==> config.mk <==
export PLATFORM = sky130hd
export DESIGN_NAME = inst_fetch_stage
export DESIGN_NICKNAME = d
export VERILOG_FILES = /design/src/rtl/inst_fetch_stage_pkg.sv /design/src/rtl/inst_fetch_stage_buffer.sv /design/src/rtl/inst_fetch_stage.sv
export SDC_FILE = /design/constraint.sdc
export NUM_CORES = 1
export LEC_CHECK = 0
export CAP_MARGIN = 20
export CORE_MARGIN = 8
export CORE_UTILIZATION = 31
export DETAILED_ROUTE_END_ITERATION = 10
export DONT_BUFFER_PORTS = 1
export SYNTH_ARGS = -nofsm -noshare
export SYNTH_HDL_FRONTEND = slang
export SYNTH_HIERARCHICAL = 1
export SYNTH_SLANG_ARGS = --single-unit
export TNS_END_PERCENT = 100
==> constraint.sdc <==
create_clock -name clk -period 8.6 [get_ports clk]
set_clock_uncertainty 0.05 [all_clocks]
set_input_delay 1.29 -clock clk [delete_from_list [all_inputs] [get_ports clk]]
set_output_delay 1.29 -clock clk [all_outputs]
set_load 0.03 [all_outputs]
==> src/rtl/inst_fetch_stage_pkg.sv <==
// rtl/inst_fetch_stage_pkg.sv - shared constants, FSM encodings and buffer entry type for the fetch stage
package inst_fetch_stage_pkg;

  localparam logic [31:0] RESET_PC_DEFAULT = 32'hBFC0_0000;
  localparam logic [1:0]  SIZE_WORD        = 2'b10;

  localparam logic [1:0] ST_IDLE = 2'd0;
  localparam logic [1:0] ST_REQ  = 2'd1;
  localparam logic [1:0] ST_WAIT = 2'd2;

  typedef struct packed {
    logic [31:0] pc;
    logic [31:0] inst;
    logic        adel;
  } fetch_entry_t;

  function automatic logic [31:0] next_pc(input logic [31:0] pc);
    return pc + 32'd4;
  endfunction

endpackage

==> src/rtl/inst_fetch_stage_buffer.sv <==
// rtl/inst_fetch_stage_buffer.sv - circular FIFO holding fetched words with their PC
module fetch_buffer #(
  parameter int WIDTH = 65,
  parameter int DEPTH = 2
) (
  input  logic             clk,
  input  logic             rst,
  input  logic             push,
  input  logic [WIDTH-1:0] push_data,
  input  logic             pop,
  input  logic             flush,
  output logic             full,
  output logic             empty,
  output logic [WIDTH-1:0] head
);

  localparam int PW = (DEPTH > 1) ? $clog2(DEPTH) : 1;
  localparam int CW = PW + 1;

  logic [WIDTH-1:0] mem [DEPTH];
  logic [PW-1:0]    rd_ptr;
  logic [PW-1:0]    wr_ptr;
  logic [CW-1:0]    count;
  logic             do_push;
  logic             do_pop;

  assign full    = (count == CW'(DEPTH));
  assign empty   = (count == '0);
  assign head    = mem[rd_ptr];
  assign do_pop  = pop && !empty;
  // a push into a full buffer is fine when the head leaves in the same cycle
  assign do_push = push && (!full || do_pop);

  always_ff @(posedge clk) begin
    if (rst || flush) begin
      rd_ptr <= '0;
      wr_ptr <= '0;
      count  <= '0;
    end else begin
      if (do_push) wr_ptr <= wr_ptr + PW'(1);
      if (do_pop)  rd_ptr <= rd_ptr + PW'(1);
      if (do_push && !do_pop)      count <= count + CW'(1);
      else if (!do_push && do_pop) count <= count - CW'(1);
    end
  end

  always_ff @(posedge clk) begin
    if (do_push && !flush && !rst) mem[wr_ptr] <= push_data;
  end

endmodule

==> src/rtl/inst_fetch_stage.sv <==
// rtl/inst_fetch_stage.sv - PC owner and instruction-port master feeding decode through a fetch buffer
module inst_fetch_stage import inst_fetch_stage_pkg::*; #(
  parameter logic [31:0] RESET_PC  = RESET_PC_DEFAULT,
  parameter int          BUF_DEPTH = 2
) (
  input  logic        clk,
  input  logic        rst,
  output logic        inst_req,
  output logic        inst_wr,
  output logic [1:0]  inst_size,
  output logic [31:0] inst_addr,
  output logic [31:0] inst_wdata,
  input  logic [31:0] inst_rdata,
  input  logic        inst_addr_ok,
  input  logic        inst_data_ok,
  input  logic        redirect_valid,
  input  logic [31:0] redirect_pc,
  output logic        id_valid,
  input  logic        id_ready,
  output logic [31:0] id_pc,
  output logic [31:0] id_inst,
  output logic        id_adel
);

  logic [1:0]   state;
  logic [31:0]  pc;
  logic [31:0]  issue_addr;
  logic         discard;
  logic         halted;
  logic         push;
  logic         full;
  logic         empty;
  fetch_entry_t push_entry;
  fetch_entry_t head_entry;

  assign inst_req   = (state == ST_REQ);
  assign inst_wr    = 1'b0;
  assign inst_size  = SIZE_WORD;
  assign inst_wdata = 32'd0;
  // issue_addr keeps the bus address stable even when a redirect lands in REQ
  assign inst_addr  = issue_addr;

  assign id_valid = !empty;
  assign id_pc    = head_entry.pc;
  assign id_inst  = head_entry.inst;
  assign id_adel  = head_entry.adel;

  always_comb begin
    push       = 1'b0;
    push_entry = '{pc: pc, inst: 32'd0, adel: 1'b1};
    if (!redirect_valid) begin
      if (state == ST_IDLE && !halted && !full && pc[1:0] != 2'b00) begin
        push = 1'b1;
      end else if (state == ST_WAIT && inst_data_ok && !discard) begin
        push       = 1'b1;
        push_entry = '{pc: issue_addr, inst: inst_rdata, adel: 1'b0};
      end
    end
  end

  always_ff @(posedge clk) begin
    if (rst) begin
      state      <= ST_IDLE;
      pc         <= RESET_PC;
      issue_addr <= RESET_PC;
      discard    <= 1'b0;
      halted     <= 1'b0;
    end else begin
      case (state)
        ST_IDLE: begin
          // the !full check reserves the slot the returning word will use
          if (!redirect_valid && !halted && !full) begin
            if (pc[1:0] == 2'b00) begin
              state      <= ST_REQ;
              issue_addr <= pc;
            end else begin
              halted <= 1'b1;
            end
          end
        end
        ST_REQ: begin
          if (inst_addr_ok) begin
            state <= ST_WAIT;
            if (!redirect_valid && !discard) pc <= next_pc(pc);
          end
          if (redirect_valid) discard <= 1'b1;
        end
        ST_WAIT: begin
          if (inst_data_ok) begin
            state   <= ST_IDLE;
            discard <= 1'b0;
          end else if (redirect_valid) begin
            discard <= 1'b1;
          end
        end
        default: state <= ST_IDLE;
      endcase
      if (redirect_valid) begin
        pc     <= redirect_pc;
        halted <= 1'b0;
      end
    end
  end

  fetch_buffer #(
    .WIDTH($bits(fetch_entry_t)),
    .DEPTH(BUF_DEPTH)
  ) u_buffer (
    .clk      (clk),
    .rst      (rst),
    .push     (push),
    .push_data(push_entry),
    .pop      (id_valid && id_ready),
    .flush    (redirect_valid),
    .full     (full),
    .empty    (empty),
    .head     (head_entry)
  );

endmodule

Word level (Yosys, flattened, before mapping):

Memories as Yosys holds them, arrays and structs flattened. A register that Yosys moved wholly into a read port is not among the register bits.
Cells that the tools add are included.

* register bits after elaboration: 72
* RAM bits: 130
* input bits: 70
* output and inout bits: 134
* logic and storage cells: 85
* memories kept: 1

* $add $sub $neg: 5
* eq/ne operators: 7
* mux-type cells: 24
* bitwise logic cells: 1
* reductions and logical operators: 39

Memories
* u_buffer.mem: depth 2, width 65, rd ports 1, clocked after Yosys merged registers in 1, write ports 1, RTL line inst_fetch_stage_buffer.sv:20 `logic [WIDTH-1:0] mem [DEPTH];`

Operators by type and width (count)
* 65-bit 2-to-1 mux: 3
* 32-bit 2-to-1 mux: 4
* 32-bit by 3-bit adder with 32-bit output (second input constant): 1
* 1-bit logical AND: 15
* 2-bit 2-to-1 mux: 6
* 2-bit nonzero test: 6
* 1-bit 2-to-1 mux: 9
* 3-bit AND reduction: 3
* 1-bit logical NOT: 8
* 2-bit logical NOT: 3
* 2-bit by 1-bit inequality test with 1-bit output (second input constant): 3
* 2-bit case mux with 3 select lines: 1
* 2-bit == test (second input constant): 2
* 4-bit AND reduction: 1
* 1-bit adder (second input constant): 2
* 2-bit by 1-bit adder with 2-bit output (second input constant): 1
* 2-bit by 1-bit == test with 1-bit output (second input constant): 1
* 1-bit logical OR: 2
* 2-bit inequality test (second input constant): 1
* 1-bit case mux with 2 select lines: 1
* 2-bit OR reduction: 1
* 2-bit by 1-bit subtractor with 2-bit output (second input constant): 1
* 1-bit inverter: 1

Logic depth before layout (Yosys ltp):

* word-level depth: 11
* gate-level depth with buffers: 11
* depth with buffers taken out: 11

Modules after synthesis:

Netlist, hierarchy kept.

Modules (own cells, without submodules)
* fetch_buffer: instances 1, cells an instance 228, area each 4939.7 um2, seq. area each 4003.8 um2
* inst_fetch_stage: instances 1, cells an instance 527, area each 4221.5 um2, seq. area each 1361.3 um2

Worst setup path before layout:

No wires, ideal clock.

* path type: input to register
* start point: in redirect_valid
* end point: mem u_buffer.mem[1][0] (enable)
* library setup time: 0.430 ns
* data arrival time: 3.761 ns
* required time: 8.120 ns
* path slack: 4.359 ns
* stages on the path: 6
* path buffers: 3
* cells stage by stage: clkbuf_1 clkbuf_1 clkbuf_1 nor2_1 o21a_4 and3_1

* longest elaborated chain between the ends: 6
* elaborated cells on any way between the ends: 7
* those cells by class: mux: 3; reduce/logical: 4

Ends and longest elaborated chain
* from (decl): RTL line inst_fetch_stage.sv:16 `input logic redirect_valid,`
* 1-bit 2-to-1 mux: RTL line inst_fetch_stage.sv:51 `if (!redirect_valid) begin`
* named net push: RTL line inst_fetch_stage.sv:30 `logic push;`
* 1-bit logical AND: RTL line inst_fetch_stage_buffer.sv:32 `assign do_push = push && (!full || do_pop);`
* named net u_buffer.do_push: RTL line inst_fetch_stage_buffer.sv:24 `logic do_push;`
* 1-bit logical AND (2 in a row): RTL line inst_fetch_stage_buffer.sv:48 `if (do_push && !flush && !rst) mem[wr_ptr] <= push_data;`
* 1-bit 2-to-1 mux: RTL line inst_fetch_stage_buffer.sv:48
* 1-bit 2-to-1 mux (implied by the code): RTL line inst_fetch_stage_buffer.sv:48
* to (decl): RTL line inst_fetch_stage_buffer.sv:20

The timed path passes the listed nets, and every way through them passes these cells.

==> qor.csv <==
metric,value,unit
outcome,finished clean,
cts_buffer_depth,3,
syn_avg_cell_area,12.1,um2
io_pins,204,
clk_latency,0.50,ns
numCtsBuffers,23,
grt_usage,12.3,%
powerDensity,237,nW/um2
crit_buf_inv,0,
syn2layout_area_growth,11.2,%
antenna_found_initial,6,
place_hpwl,15400,um
dr.first_iter.drc_count,329,
setup_violations,0,
regArea,5370,um2
r2r-start,u_buffer/count[0]$_SDFFE_PP0P_,
grt_start_max_net_pins,88,
io_buffers,0,
crit_arrival,2.06,ns
fin_util,34.6,%
h-tree-depth,1,
p_leak,3.48,nW
worstPathRequired,7.26,ns
gp_congestion,0.783,
design_area,10200,um2
coreArea,29400,um2
die_area,35300,um2
cts_tree,yes,
drc,0,
rows,63,
syn_area,9160,um2
vias,5638,
wl,22800,um
drv_cap,0,
synth_edf_count,130,
hp-start,halted$_SDFFE_PP0P_,
multi_input_area,3430,um2
cts.sinks,203,
clk_pin_slew,0.07,ns
grt_pass1_wl,34500,um
post_cts_buffers,0,
min_period_over_period,39.5,%
cp_slowest_cell,dfxtp_4,
worst_slew_pin_slew,1.02,ns
dpl_cell_area,9390,um2
rsz0062_at_grt,false,
cts_resized,0,
ys_seq_elements,203,
timing.setup.tns,0,ns
grt_pass1_vias,5655,
ir_worst_vdd,0.108,mV
critical-path-top-delay-family,flip-flops,
cts_root_buffer,clkbuf_16,
hold_class,flop to flop,
async_reset_ff_share,0,%
synth.distinct_cells,59,
synth_flop_cell,edfxtp_1,
critPathMaxStageDelay,0.87,ns
yosysWarnings,6,
holdWs,0.418,ns
drv_slew,0,
wl_per_cell,19.8,um
start_util,31.2,%
relSlewSlack,31.3,%
startpoint_type,flop,
crit_chain,mux2_2,
min_period,3.40,ns
drive_above_1_share,20.2,%
vias_per_cell,4.90,
final_antenna_net_count,0,
end_kind,output pin,
die_w,188,um
stdcell_count,1150,
dieHeight,188,um
cts_hold_buffers,0,
crit_type,flop to output pin,
max_freq,0.294,GHz
nNetsFinal,817,
syn-instance-count,755,
ys_seq_area_share,58.6,%
fillers,2897,
dpl.cell_count,1105,
cp_max_fo,65,
grt-ovfl-total,0,
hold_viol_final,0,
first_pass_iters,5,
==> cell families (layout without fill, tap and decap cells) <==
kind of cell    count (synthesis)  after routing  synth area share (%)
other cells                     2             38                0.0820
mux                           100            100                  12.3
buf+inv                        91             60                  5.54
fa+ha+maj                       6              6                 0.819
flops                         203            203                  58.6
simple gates                  252            252                  14.8
xor+xnor                       14             14                  1.34
compound gates                 87             87                  6.56
==> layout by cell type (no fill, tap or decap), drive strengths merged, types with 6 or more instances in the layout <==
cell type	n
xor2	7
conb	35
or3	7
and3	7
nor2	38
ha	6
nand3b	11
edfxtp	130
and4	7
xnor2	7
dfxtp	73
a211oi	16
nand2	77
buf	6
o21ai	6
clkbuf	30
a311oi	10
nor3	17
nand4	11
nor3b	6
nand3	10
and2	36
inv	13
mux2	98
nor4	10
a21oi	28
==> path summary, 6_finish.rpt <==
path                                                     end  slack (ns)  depth (start not counted)
worst min-delay path                     halted$_SDFFE_PP0P_        0.42                          2
worst max-delay path                                id_pc[1]        5.20                          1
worst min register to register           halted$_SDFFE_PP0P_        0.42                          2
worst max register to register  u_buffer/mem[1][6]$_DFFE_PP_        5.85                          8
==> sequential cells by signal, summed over array words and instances, names as in the netlist, named ones only <==
register / count
pc: 32
u_buffer/count: 2
inst_addr: 32
u_buffer/mem: 130
discard: 1
u_buffer/rd_ptr: 1
u_buffer/wr_ptr: 1
halted: 1
state: 2
==> cell type report <==
type | instances | share of cell area (%)
antenna | 3 | 0.0737
inverter | 13 | 0.479
multi-input combinational | 494 | 33.6
tap | 390 | 4.79
sequential | 203 | 52.7
timing repair buffer | 6 | 0.614
clock buffer | 30 | 6.32
clock inverter | 11 | 1.36
==> Yosys cell counts, drive strengths merged (10+ instances only) <==
master / number / share of area (%)
a211oi: 16 / 1.3
a21oi: 28 / 1.5
a311oi: 10 / 0.96
and2: 36 / 2.5
buf: 48 / 3.8
clkbuf: 30 / 1.2
dfxtp: 73 / 16
edfxtp: 130 / 43
inv: 12 / 0.49
mux2: 98 / 12
nand2: 77 / 3.2
nand3: 10 / 0.55
nand3b: 11 / 1.0
nand4: 11 / 0.98
nor2: 38 / 1.6
nor3: 17 / 0.93
nor4: 10 / 0.68
==> per-stage QoR <==
stage | worst slack, ns | power, W
6_report | 5.20 | 0.00242
5_1_grt | 5.08 | 0.00252
4_1_cts | 5.14 | 0.00245
3_5_place_dp | 5.47 | 0.00143
3_3_place_gp | 5.46 | 0.00143
2_1_floorplan | 4.36 | 0.00139
==> per-layer routing <==
| metal | up-vias | track usage (%) | part of all wire, % |
|---|---|---|---|
| li1 | 2675 | - | - |
| met1 | 2725 | 15.1 | 42 |
| met2 | 201 | 19.7 | 46 |
| met3 | 31 | 5.20 | 10 |
| met4 | 6 | 3.36 | 1.4 |
| met5 | - | 0 | 0.18 |
==> report_power, final <==
part	leakage, nW	internal [W]	switching [W]
registers	1.86	0.00108	0.0000835
logic	1.25	0.0000826	0.000161
clock network	0.378	0.000618	0.000389
total	3.48	0.00178	0.000634
==> worst min-delay path: cells and delay by family (launching register included) <==
| kind | cells | cell delay, ns |
|---|---|---|
| DFF | 1 | 0.32 |
| and+or+nand+nor | 2 | 0.12 |
Note: power is estimated with default switching activity, not from simulation.
